`config.mk`:
```
export PLATFORM = sky130hd
export DESIGN_NAME = hazard_stall_ctrl
export DESIGN_NICKNAME = d
export VERILOG_FILES = /design/src/rtl/pipe_ctrl_pkg.sv /design/src/rtl/sat_counter.sv /design/src/rtl/hazard_stall_ctrl.sv
export SDC_FILE = /design/constraint.sdc
export NUM_CORES = 1
export LEC_CHECK = 0
export ABC_CLOCK_PERIOD_IN_PS = 2300
export CORE_MARGIN = 10
export CORE_UTILIZATION = 51
export DETAILED_ROUTE_END_ITERATION = 16
export PLACE_DENSITY = 0.81
export SKIP_LAST_GASP = 1
export SLEW_MARGIN = 20
export SYNTH_ARGS = -nofsm -noshare
export SYNTH_HDL_FRONTEND = slang
export SYNTH_SLANG_ARGS = --single-unit
```
`constraint.sdc`:
```
create_clock -name clk_i -period 2.3 [get_ports clk_i]
set_clock_uncertainty 0.2 [all_clocks]
set_input_delay 0.23 -clock clk_i [delete_from_list [all_inputs] [get_ports clk_i]]
set_output_delay 0.23 -clock clk_i [all_outputs]
set_load 0.01 [all_outputs]
```
`src/rtl/pipe_ctrl_pkg.sv`:
```
// Shared types and constants for the pipeline stall/flush controller.
package pipe_ctrl_pkg;

   localparam int unsigned REG_IDX_W = 5;
   localparam logic [REG_IDX_W-1:0] ZERO_REG = REG_IDX_W'(0);

   // Data-cache handshake state
   typedef enum logic [1:0] {
      IDLE = 2'd0,
      WAIT = 2'd1,
      ERR  = 2'd2
   } hsc_state_e;

   // A load in EX whose destination feeds either source of the instruction in ID
   function automatic logic load_use(input logic                 mem_read,
                                     input logic [REG_IDX_W-1:0] rd,
                                     input logic [REG_IDX_W-1:0] rs1,
                                     input logic [REG_IDX_W-1:0] rs2);
      return mem_read && (rd != ZERO_REG) && ((rd == rs1) || (rd == rs2));
   endfunction

endpackage

```
`src/rtl/sat_counter.sv`:
```
// Saturating event counter with a freeze input.
module sat_counter #(
   parameter int unsigned W = 32
) (
   input  logic         clk_i,
   input  logic         rst_i,
   input  logic         inc_i,
   input  logic         hold_i,
   output logic [W-1:0] cnt_o
);

   // Count qualifying edges, stick at all-ones, ignore events while held
   always_ff @(posedge clk_i or negedge rst_i) begin
      if (!rst_i)
         cnt_o <= '0;
      else if (inc_i && !hold_i && (cnt_o != {W{1'b1}}))
         cnt_o <= cnt_o + W'(1);
   end

endmodule

```
`src/rtl/hazard_stall_ctrl.sv`:
```
// Front-pipeline stall/flush sequencer: load-use, taken branch and data-cache miss.
module hazard_stall_ctrl
   import pipe_ctrl_pkg::*;
#(
   parameter int unsigned TIMEOUT = 1024,
   parameter int unsigned CNT_W   = 32
) (
   input  logic                 clk_i,
   input  logic                 rst_i,
   input  logic                 ID_EX_MemRead_i,
   input  logic [REG_IDX_W-1:0] ID_EX_Rd_i,
   input  logic [REG_IDX_W-1:0] IF_ID_Rs1_i,
   input  logic [REG_IDX_W-1:0] IF_ID_Rs2_i,
   input  logic                 Branch_Taken_i,
   input  logic                 DCache_Req_i,
   input  logic                 DCache_Ack_i,
   output logic                 PC_Write_o,
   output logic                 IF_ID_Write_o,
   output logic                 IF_ID_Flush_o,
   output logic                 ID_EX_Bubble_o,
   output logic                 MemStall_o,
   output logic                 Err_o,
   output logic [CNT_W-1:0]     Stall_Cnt_o,
   output logic [CNT_W-1:0]     Bubble_Cnt_o,
   output logic [CNT_W-1:0]     Flush_Cnt_o
);

   localparam int unsigned TO_W = (TIMEOUT > 1) ? $clog2(TIMEOUT) : 1;
   localparam logic [TO_W-1:0] TO_LAST = TO_W'(TIMEOUT - 1);

   hsc_state_e      state;
   logic [TO_W-1:0] to_cnt;
   logic            lu;
   logic            mem_stall;
   logic            in_err;

   // Cache handshake FSM with watchdog; error flag is sticky until reset
   always_ff @(posedge clk_i or negedge rst_i) begin
      if (!rst_i) begin
         state  <= IDLE;
         to_cnt <= '0;
         Err_o  <= 1'b0;
      end else begin
         case (state)
            IDLE: begin
               if (DCache_Req_i && !DCache_Ack_i) begin
                  state  <= WAIT;
                  to_cnt <= '0;
               end
            end
            WAIT: begin
               if (DCache_Ack_i) begin
                  state <= IDLE;
               end else if (to_cnt == TO_LAST) begin
                  state <= ERR;
                  Err_o <= 1'b1;
               end else begin
                  to_cnt <= to_cnt + TO_W'(1);
               end
            end
            ERR:     state <= ERR;
            default: state <= IDLE;
         endcase
      end
   end

   // Hazard resolution: freeze beats load-use bubble beats branch flush
   always_comb begin
      lu             = load_use(ID_EX_MemRead_i, ID_EX_Rd_i, IF_ID_Rs1_i, IF_ID_Rs2_i);
      mem_stall      = rst_i && ((state == ERR) ||
                                 ((state == WAIT) && !DCache_Ack_i) ||
                                 ((state == IDLE) && DCache_Req_i && !DCache_Ack_i));
      PC_Write_o     = 1'b1;
      IF_ID_Write_o  = 1'b1;
      IF_ID_Flush_o  = 1'b0;
      ID_EX_Bubble_o = 1'b0;
      if (mem_stall) begin
         PC_Write_o    = 1'b0;
         IF_ID_Write_o = 1'b0;
      end else if (lu) begin
         PC_Write_o     = 1'b0;
         IF_ID_Write_o  = 1'b0;
         ID_EX_Bubble_o = 1'b1;
      end else if (Branch_Taken_i) begin
         IF_ID_Flush_o = 1'b1;
      end
   end

   assign MemStall_o = mem_stall;
   assign in_err     = (state == ERR);

   sat_counter #(.W(CNT_W)) u_stall_cnt (
      .clk_i  (clk_i),
      .rst_i  (rst_i),
      .inc_i  (mem_stall),
      .hold_i (in_err),
      .cnt_o  (Stall_Cnt_o)
   );

   sat_counter #(.W(CNT_W)) u_bubble_cnt (
      .clk_i  (clk_i),
      .rst_i  (rst_i),
      .inc_i  (ID_EX_Bubble_o),
      .hold_i (in_err),
      .cnt_o  (Bubble_Cnt_o)
   );

   sat_counter #(.W(CNT_W)) u_flush_cnt (
      .clk_i  (clk_i),
      .rst_i  (rst_i),
      .inc_i  (IF_ID_Flush_o),
      .hold_i (in_err),
      .cnt_o  (Flush_Cnt_o)
   );

endmodule

```
; ---- After elaboration in Yosys (flattened, before gate mapping)
; Index checks and enable logic that the tools add are counted.
; Widths: inputs -> output; s select.
[op_classes]
addsub = 4
multipliers = 0
div = 0
magnitude_cmp = 0
n_eq_ne = 12
shifts = 0
n_mux = 15
bitwise = 1
reduce_logical = 24
[op_table]
columns = op, count
row1 = $add 32x1->32 const B, 3
row2 = $ne 32x32->1 const B, 3
row3 = $mux 10, 3
row4 = $pmux 10 s2, 1
row5 = $logic_and 1x1->1, 13
row6 = $add 10x1->10 const B, 1
row7 = $eq 10x10->1 const B, 1
row8 = $eq 5x5->1, 2
row9 = $mux 1, 7
row10 = $mux 2, 3
row11 = $ne 2x2->1 const B, 3
row12 = $pmux 2 s3, 1
row13 = $reduce_bool 5->1, 1
row14 = $reduce_and 4->1, 1
row15 = $logic_or 1x1->1, 3
row16 = $ne 3x3->1 const B, 1
row17 = $reduce_and 3->1, 1
row18 = $eq 2x1->1 const B, 1
row19 = $eq 2x2->1 const B, 1
row20 = $logic_not 1->1, 2
row21 = $logic_not 2->1, 1
row22 = $reduce_and 2->1, 1
row23 = $reduce_bool 2->1, 1
row24 = $not 1->1, 1
[word_totals]
ff_bits = 109
latch_bits = 0
ramBits = 0
rom_bits = 0
input_bits = 21
output_inout_bits = 102
word_cells = 62
memories = 0

; ---- Logic depth before layout (Yosys ltp)
; Gate-level depths: netlist of the first run.
[logic_depth]
word_depth = 8
ltp_mapped = 8

; ---- By module
; Synthesis of the first run repeated with hierarchy kept, for this count alone.
[hier_totals]
cells_unflattened = 525
area_unflattened_um2 = 5564.1
[by_module_without_submodules]
columns = module, instances, cells_each, area_each_um2, seq_area_each_um2
row1 = sat_counter, 3, 142, 1560.2, 800.8
row2 = hazard_stall_ctrl, 1, 99, 883.3, 325.3

; ---- Worst setup path after synthesis of the first run
; Ideal clock, no wire load.
[synth_timing]
path_kind = reg-to-reg
from = reg u_flush_cnt.cnt_o[0]
to = reg u_flush_cnt.cnt_o[19]
setup_time_ps = 79
arrival_ps = 1857
slack_ps = 164
path_stages_with_launch = 9
path_buffers = 1
path_cell_list = dfrtp_1 ha_1 nand4_1 nor2_1 a31oi_1 o211ai_1 buf_2 nor4_1 xor2_1
[synth_via]
elab_chain_len = 2
word_cells_on_any_way = 3
classes_between = 1 x add/sub / 1 x eq/ne / 1 x reduce/logical
[synth_lines]
columns = element, line
row1 = "start, declared", sat_counter.sv:9  ; output logic [W-1:0] cnt_o
row2 = "start signal, assigned", sat_counter.sv:17  ; cnt_o <= cnt_o + W'(1);
row3 = "parallel branches: the longest is 2 deep, another holds $add 32x1->32", n/a
; Several ways; the timed one is not identified.
; A chain may end at the register's enable or synchronous reset.

; ---- Final worst setup path of the first run
[layout_timing]
from = reg u_bubble_cnt.cnt_o[10]
to = reg u_bubble_cnt.cnt_o[20]
[layout_via]
elab_chain_len = 2
word_cells_on_any_way = 3
classes_between = 1 x add/sub / 1 x eq/ne / 1 x reduce/logical
[layout_lines]
columns = element, line
row1 = "start, declared", sat_counter.sv:9
row2 = "start signal, assigned", sat_counter.sv:17
row3 = "parallel branches: the longest is 2 deep, another holds $add 32x1->32", n/a
; Several ways; the timed one is not identified.

==> reports/results.ini, run 1 <==
[cts]
clock-sinks = 109
cts_buffers = 9
tritoncts = built
cts.htree.levels = 3
cts-root-buf = clkbuf_8
clk_path_buf_depth = 2
clk_latency_ps = 380
clk_pin_slew_ps = 110

[route]
dr_total_vias = 4583
drcViolationCount = 0
ant_nets = 0
wl_per_cell_um = 17.60
wirelength_um = 14720
vias_per_cell = 5.482
drt_iter0_markers = 396
first_pass_iters = 4

[timing]
fin_crit_sh_pct = 99.42
rsz0062_at_grt = yes
slew_viol_final = 0
max_slew_margin_pct = 46.76
finalHoldViolations = 0
period_needed_ps = 2287
worstMarginPinSlew_ps = 798.6
fin_setup_tns_ps = 0
setup_viol = 0
fmax_ghz = 0.4373

[critical_path]
criticalPathCategory = reg2reg
path_buf_inv = 1
setup.worst_path.start_class = register
crit_chain = nand4_1, nor4_4, or3b_1, and3_1, buf_12, nand4_1, xnor2_1
critPathArrivalTime_ps = 2400
slowest_delay_ps = 450
crit_top_cell = nand4_1
critPathTopFamily = simple AND/OR/NAND/NOR gates
crit_path_max_fanout = 11
end_kind = register
cp_slowest_cell = dfrtp_1
cp.required_ps = 2410

[global_routing]
grt_pass1_vias = 4685
grt_max_degree = 65
grt_pass1_wl_um = 23890
grt_antenna_before_repair = 0
grt.total_usage_pct = 19.49
grt_overflow = 0

[floorplan]
die_h_um = 123.3
die_x_um = 123.3
initial_core_util_pct = 52.44
rows = 37
coreArea_um2 = 10370
io_pins = 123
die_area_um2 = 15190

[yosys]
syn_nets = 533
yosysWarningCount = 0
netlist_instances = 508
ys_types = 53
synthFlopType = dfrtp_1
ys_ff_latch = 109
ys_seq_area_share_pct = 50.16
synth_edf_count = 0
netlist.top_cell.by_area = dfrtp_1
netlist_top_cells_area = dfrtp_1 (50%), xnor2_1 (14%), nand4_1 (4.9%), xor2_1 (3.7%), nand2_1 (3.6%)
synth.top_cell.area_share_pct = 50.16
async_reset_ff_share_pct = 100.0
syn-mean-instance-area_um2 = 10.70
syn_area_um2 = 5438

[final_layout]
nFillCells = 790
drive_above_1_share_pct = 17.00
syn_to_final_growth_pct = 38.27
fin_nets = 720
diodes = 0
postLayoutCellArea_um2 = 7518

[pwr]
leakage_nw = 3.263
p_comb_share_pct = 19.8
p_sw_share_pct = 29.45
p_int_mw = 2.935
power_density_nw_per_um2 = 553.3
ir_drop_mv = 0.5866
p_sw_mw = 1.225
power_frac_seq_pct = 52.3
pwr-share-clk_pct = 27.8

[placement]
place_hpwl_um = 11230
numPortBuffers = 122
gp_congestion = 0.8879
placed_area_um2 = 7189

[run]
drv_cap = 0

[outcome]
status = finished, final reports clean

[hold_path]
hold_path_class = in2async

## repair_timing
item / in CTS / in global routing
pin swaps: 1 / 4
resized for setup: 12 / 20
hold endpoints to repair: 45 / 0
setup endpoints to repair: 5 / 52
setup buffers: 1 / 6
hold buffers: 1 / 0
## worst register-to-register path, delay by kind of cell, from the launching register on
family,cells,cell delay [ps]
buffers and inverters,1,150
AND/OR/NAND/NOR,5,1300
flip-flops,1,450
XOR/XNOR,1,120
## through the flow
step,cells,util (%),setup slack (ps),hold slack (ps),power [mW]
2_1_floorplan,508,-,164.0,-265.6,2.523
3_3_place_gp,812,69.33,-188.2,167.9,2.999
3_5_place_dp,812,69.33,-255.8,180.0,3.024
4_1_cts,830,71.43,-30.05,299.5,4.173
5_1_grt,836,72.50,-99.58,319.3,4.367
6_report,836,72.50,13.34,289.8,4.160
## final timing paths
check	start	end	slack [ps]	depth (start not counted)
min reg2reg	Err_o$_DFFE_PN0P_	Err_o$_DFFE_PN0P_	300	1
min in group clk_i	Err_o$_DFFE_PN0P_	Err_o$_DFFE_PN0P_	300	1
min	rst_i	Err_o$_DFFE_PN0P_	290	3
max reg2reg	u_bubble_cnt.cnt_o[10]$_DFFE_PN0P_	u_bubble_cnt.cnt_o[20]$_DFFE_PN0P_	10	7
max in group asynchronous	rst_i	u_flush_cnt.cnt_o[20]$_DFFE_PN0P_	330	4
max	u_bubble_cnt.cnt_o[10]$_DFFE_PN0P_	u_bubble_cnt.cnt_o[20]$_DFFE_PN0P_	10	7
## power groups by stage
stage	Sequential [mW]	Combinational (mW)	Clock, mW
floorplan	2.27	0.256	0
global placement	2.20	0.795	0
global route	2.20	0.905	1.26
detailed placement	2.21	0.812	0
finish	2.18	0.825	1.16
CTS	2.17	0.823	1.17
## layer usage
layer  routed length [µm]  up-vias  part of all wire, %  GRT usage, %
met5                    0        -                    0             0
met3                  802       22                  5.4         4.239
met1                 6098     2275                   41         24.14
met4                  244        0                  1.7         6.041
met2                 7571      122                   51         33.29
li1                     -     2164                    -             -
## cell usage after synthesis, types with 2 or more instances
cell      instances
nor3b_1           2
ha_1              4
nand4_1          43
nor4_4            2
nand3_2           2
nand2_1          52
xnor2_1          86
xor2_1           23
and4_1            7
o21ai_1           2
a21oi_1           2
inv_1            12
and3_1           19
nand3b_1          2
mux2_2            3
buf_2             5
nor4_1            7
buf_6             2
buf_4             2
nand3_1          37
nor4_2            3
nor3_1           16
nor2_1           29
o21ai_0           4
and2_1            2
o211ai_1          2
or3_1             3
dfrtp_1         109
nand4_2           2
## state kept, by name, indices dropped and copies added, names as in the netlist
name	count
u_flush_cnt.cnt_o	32
Err_o	1
u_bubble_cnt.cnt_o	32
state	2
u_stall_cnt.cnt_o	32
to_cnt	10
## layout by cell type (no fill, tap or decap), types with 4 or more instances in the layout
cell,count
o21ai_0,4
nor2_1,28
and4_1,7
buf_4,61
nor4_4,4
xnor2_1,85
dfrtp_1,107
nand2_1,52
nand3_1,36
nor4_1,5
and3_1,18
clkdlybuf4s50_1,116
inv_1,12
nor3_1,16
nand4_1,43
inv_6,4
clkbuf_8,10
xor2_1,23
## layout make-up
cell class                      count  area, µm²  area share (%)
Sequential cell                   109       2730           36.31
Multi-Input combinational cell    378       2690           35.78
Timing Repair Buffer              185       1694           22.53
Tap cell                          136      170.2           2.263
Clock buffer                       10      137.6           1.831
Clock inverter                      6      51.30          0.6823
Inverter                           12      45.04          0.5991
## cell families (layout without fill, tap and decap cells)
kind of cell	Yosys count	after routing	synth area share (%)
flip-flops	109	109	50.16
adder cells (fa/ha/maj)	4	4	0.9204
buffers and inverters	21	213	1.979
XOR/XNOR	110	110	17.86
multiplexers	3	3	0.6212
AO/OA/AOI/OAI	20	20	2.946
AND/OR/NAND/NOR	241	241	25.52
(Power assumes the default switching activity.)
==> run 2, diff against run 1 <==
Settings changed: GPL_ROUTABILITY_DRIVEN set to 0.
==> reports/results.ini, run 2 (synthesized netlist as in run 1, its figures left out) <==
[outcome]
status = finished, final reports clean

[critical_path]
end_kind = register
setup.worst_path.start_class = input pin
worstRegToRegCells = 7
criticalPathCategory = in2reg
critPathArrivalTime_ps = 2290
crit_path_max_fanout = 8
worstReg2RegEnd = u_bubble_cnt.cnt_o[1]$_DFFE_PN0P_
crit_top_cell = buf_4
rrSetupSlack_ps = 60
r2r-start = state[0]$_DFFE_PN0P_
slowest_delay_ps = 530
crit_chain = clkdlybuf4s50_1, xnor2_1, nand3_1, buf_4, o22a_2, nor4_4, buf_4, mux2_2
cp_slowest_cell = clkdlybuf4s50_1
cp.required_ps = 2350

[timing]
slew_viol_final = 0
rsz0062_at_grt = yes
worstMarginPinSlew_ps = 789.8
fin_crit_sh_pct = 97.38
setup_viol = 0
finalHoldViolations = 0
max_slew_margin_pct = 47.35
fmax_ghz = 0.4465
period_needed_ps = 2240

[pwr]
ir_drop_mv = 0.6540
leakage_nw = 3.254
power_density_nw_per_um2 = 560.3
totalPowerFinal_mw = 4.206

[final_layout]
multiInputGateArea_um2 = 2651
nFillCells = 756
fin_nets = 722
reg_top3 = u_bubble_cnt.cnt_o x32, u_flush_cnt.cnt_o x32, u_stall_cnt.cnt_o x32
drive_above_1_share_pct = 16.52
register_area_um2 = 2730
final_cell_mix = clkdlybuf4s50_1 (113), dfrtp_1 (107), xnor2_1 (86), buf_4 (64), nand2_1 (52)
final_common_cell = clkdlybuf4s50_1
syn_to_final_growth_pct = 38.06
layout.cells.non_filler = 838
diodes = 0

[global_routing]
grt_busiest_layer = met2
use_met1_pct = 22.92
use_met3_pct = 3.418
grt_antenna_before_repair = 0
grt_overflow = 0
grt.total_usage_pct = 18.71
grt_pass1_wl_um = 23040
grt_pass1_vias = 4652
use_met2_pct = 32.39
grt_max_degree = 64

[hold_path]
min_from = Err_o$_DFFE_PN0P_
hold_path_class = reg2reg
whs_endpoint = Err_o$_DFFE_PN0P_
whs_path_depth = 1

[cts]
clk_latency_ps = 370
cts_buffers = 9
cts.htree.levels = 3
cts-root-buf = clkbuf_8
clk_path_buf_depth = 2
clk_pin_slew_ps = 90
clock-sinks = 109
tritoncts = built

[route]
vias_per_cell = 5.452
drcViolationCount = 0
dr_total_vias = 4569
drt_iter0_markers = 289
wirelength_um = 14480
first_pass_iters = 4
ant_nets = 0
wl_per_cell_um = 17.28

[floorplan]
rows = 37
die_h_um = 123.3
initial_core_util_pct = 52.44
die_area_um2 = 15190
coreArea_um2 = 10370
io_pins = 123
die_x_um = 123.3

[placement]
post-place-cells = 813
place_hpwl_um = 11140
numPortBuffers = 122

[run]
drv_cap = 0

==> run 2: cell count changes in the layout (fill, tap and decap cells not counted), sizes merged, moves of 3 or more <==
| cell | before | now |
|---|---|---|
| clkbuf | 12 | 17 |
| inv | 17 | 12 |
| clkdlybuf4s50 | 116 | 113 |
| dlymetal6s2s | 0 | 3 |
==> run 2: worst max-delay path by stage <==
stage	start	cells after the start	end	slack (ps)
after floorplan	u_flush_cnt.cnt_o[0]$_DFFE_PN0P_	8	u_flush_cnt.cnt_o[19]$_DFFE_PN0P_	160
after global placement	ID_EX_Rd_i[2]	7	IF_ID_Flush_o	-200
after detailed placement	ID_EX_Rd_i[4]	7	ID_EX_Bubble_o	-320
after CTS	ID_EX_Rd_i[4]	8	ID_EX_Bubble_o	-10
after global routing	state[0]$_DFFE_PN0P_	7	u_bubble_cnt.cnt_o[1]$_DFFE_PN0P_	-20
final	ID_EX_Rd_i[2]	8	u_bubble_cnt.cnt_o[1]$_DFFE_PN0P_	60
==> run 2: metrics by stage <==
step                      hold WS [ps]  area (µm²)  util, %  setup slack [ps]  setup TNS (ps)
after floorplan                 -265.6        5438        -             164.0               0
after global placement           170.8        7197    69.40            -201.4           -4963
after detailed placement         183.1        7197    69.40            -318.6          -10200
after CTS                        286.3        7428    71.63            -10.16          -10.16
after global routing             316.5        7507    72.39            -21.59          -55.79
final                            281.9        7507    72.39             60.15               0
==> run 2: where the power goes <==
group	switching (mW)	total (mW)	leakage (nW)	internal, mW
combinational	0.375	0.837	1.68	0.461
clock	0.627	1.19	0.104	0.566
sequential	0.139	2.18	1.47	2.04
==> run 2: timing repair <==
| action | in CTS | in global routing |
|---|---|---|
| buffers inserted | 2 | 6 |
| hold endpoints to repair | 46 | 0 |
| cloned | 0 | 0 |
| endpoints found under the setup margin | 5 | 33 |
| hold buffers | 1 | 0 |
| pin swaps | 1 | 11 |
| gates resized for setup | 7 | 21 |
==> run 2: worst max-delay path, delay by kind of cell <==
| kind | cells | cell delay (ps) |
|---|---|---|
| AO/OA/AOI/OAI | 1 | 260 |
| XOR/XNOR | 1 | 140 |
| buffers and inverters | 3 | 900 |
| multiplexers | 1 | 340 |
| AND/OR/NAND/NOR | 2 | 420 |
==> run 2: final cells by class <==
class	instances	area share, %
Sequential cell	109	36.37
Multi-Input combinational cell	378	35.32
Timing Repair Buffer	187	22.75
Tap cell	136	2.267
Clock buffer	13	2.117
Inverter	12	0.6000
Clock inverter	3	0.5833
==> run 2: layer usage <==
layer / vias to the layer above / part of all wire [%]
li1: 2182 / -
met1: 2258 / 41
met2: 116 / 52
met3: 13 / 5.6
met4: 0 / 1.3
met5: - / 0
==> run 3, diff against run 2 <==
Settings changed: RECOVER_POWER set to 100.
==> reports/results.ini, run 3 (synthesized netlist as in run 1, its figures left out) <==
[critical_path]
critPathTopFamily = buffers and inverters
end_kind = register
criticalPathCategory = in2reg
crit_chain = clkdlybuf4s50_1, xnor2_1, nand3_1, buf_4, o22a_2, nor4_4, buf_4, mux2_2
cp_slowest_cell = clkdlybuf4s50_1
worstRegToRegCells = 7
crit_top_cell = buf_4
crit_path_max_fanout = 8
crit_cells = 8
critPathArrivalTime_ps = 2290
setup.worst_path.start_class = input pin
path_buf_inv = 3
cp.required_ps = 2350
slowest_delay_ps = 530

[route]
drcViolationCount = 0
ant_nets = 0
first_pass_iters = 4
dr_total_vias = 4588
drt_iter0_markers = 329
wl_per_cell_um = 17.30
wirelength_um = 14500
vias_per_cell = 5.475

[final_layout]
postLayoutCellArea_um2 = 7495
reg_top3 = u_bubble_cnt.cnt_o x32, u_flush_cnt.cnt_o x32, u_stall_cnt.cnt_o x32
final_cell_mix = dfrtp_1 (107), dlygate4sd3_1 (98), xnor2_1 (86), buf_4 (60), nand2_1 (52)
diodes = 0
syn_to_final_growth_pct = 37.83
drive_above_1_share_pct = 16.10
final_common_cell = dfrtp_1
fin_nets = 722

[timing]
max_slew_margin_pct = 46.96
fmax_ghz = 0.4467
finalHoldViolations = 0
period_needed_ps = 2238
worstMarginPinSlew_ps = 795.5
fin_crit_sh_pct = 97.32
rsz0062_at_grt = yes
setup_ws_ps = 61.55
slew_viol_final = 0
setup_viol = 0

[floorplan]
io_pins = 123
initial_core_util_pct = 52.44
die_h_um = 123.3
coreArea_um2 = 10370
die_x_um = 123.3
die_area_um2 = 15190
rows = 37

[run]
drv_cap = 0

[placement]
numPortBuffers = 122
place_hpwl_um = 11140
placed_area_um2 = 7197
place_ws_ps = -318.6

[hold_path]
hold_path_class = reg2reg
whs_path_depth = 1

[outcome]
status = finished, final reports clean

[global_routing]
grt_pass1_vias = 4652
grt.total_usage_pct = 18.71
grt_max_degree = 64
grt_antenna_before_repair = 0
grt_overflow = 0
grt_pass1_wl_um = 23040

[cts]
clk_latency_ps = 370
cts.htree.levels = 3
clock-sinks = 109
clk_path_buf_depth = 2
cts-root-buf = clkbuf_8
clk_pin_slew_ps = 90
cts_buffers = 9
tritoncts = built

[pwr]
p_sw_mw = 1.138
p_comb_share_pct = 19.0
pwr-share-clk_pct = 28.7
power_frac_seq_pct = 52.3
leakage_nw = 3.534
power_density_nw_per_um2 = 554.8
ir_drop_mv = 0.6372
p_sw_share_pct = 27.37
p_int_mw = 3.020

==> run 3: metrics by stage <==
step | power (mW) | TNS (ps) | hold slack [ps] | cells | util [%]
after floorplan | 2.523 | 0 | -265.6 | 508 | -
after global placement | 3.002 | -4963 | 170.8 | 813 | 69.40
after detailed placement | 3.029 | -10200 | 183.1 | 813 | 69.40
after CTS | 4.214 | -10.16 | 286.3 | 832 | 71.63
after global routing | 4.349 | -41.82 | 311.2 | 838 | 72.27
final | 4.158 | 0 | 276.3 | 838 | 72.27
==> run 3: area by class of cell <==
type	count	area (µm²)
Clock buffer	13	158.9
Clock inverter	3	43.79
Fill cell	755	2875
Inverter	12	45.04
Multi-Input combinational cell	378	2649
Sequential cell	109	2730
Tap cell	136	170.2
Timing Repair Buffer	187	1698
==> run 3: final timing paths <==
path	endpoint	from	slack (ps)
setup / recovery	u_bubble_cnt.cnt_o[1]$_DFFE_PN0P_	ID_EX_Rd_i[2]	60
hold reg to reg	Err_o$_DFFE_PN0P_	Err_o$_DFFE_PN0P_	280
max in group asynchronous	u_flush_cnt.cnt_o[20]$_DFFE_PN0P_	rst_i	320
hold / removal	Err_o$_DFFE_PN0P_	Err_o$_DFFE_PN0P_	280
min in group asynchronous	u_bubble_cnt.cnt_o[7]$_DFFE_PN0P_	rst_i	320
setup reg to reg	u_bubble_cnt.cnt_o[1]$_DFFE_PN0P_	state[0]$_DFFE_PN0P_	80
==> run 3: layer usage <==
metal | track usage, % | routed length (µm) | up-vias
met5 | 0 | 0 | -
met4 | 6.550 | 179 | 0
met3 | 3.418 | 795 | 11
met2 | 32.39 | 7477 | 107
met1 | 22.92 | 6045 | 2287
li1 | - | - | 2183
==> run 3: power by group through the flow <==
stage          clock network, mW  registers [mW]  logic, mW
3_5_place_dp                   0            2.21      0.815
5_1_grt                     1.29            2.20      0.862
4_1_cts                     1.21            2.18      0.824
2_1_floorplan                  0            2.27      0.256
3_3_place_gp                   0            2.20      0.798
6_report                    1.20            2.17      0.790
==> run 3: repair_timing <==
action | in CTS | in global routing
endpoints found under the hold margin | 46 | 0
setup endpoints to repair | 5 | 33
buffers inserted | 2 | 6
gates resized for setup | 7 | 21
pin swaps | 1 | 11
cloned | 0 | 0
hold buffers | 1 | 0
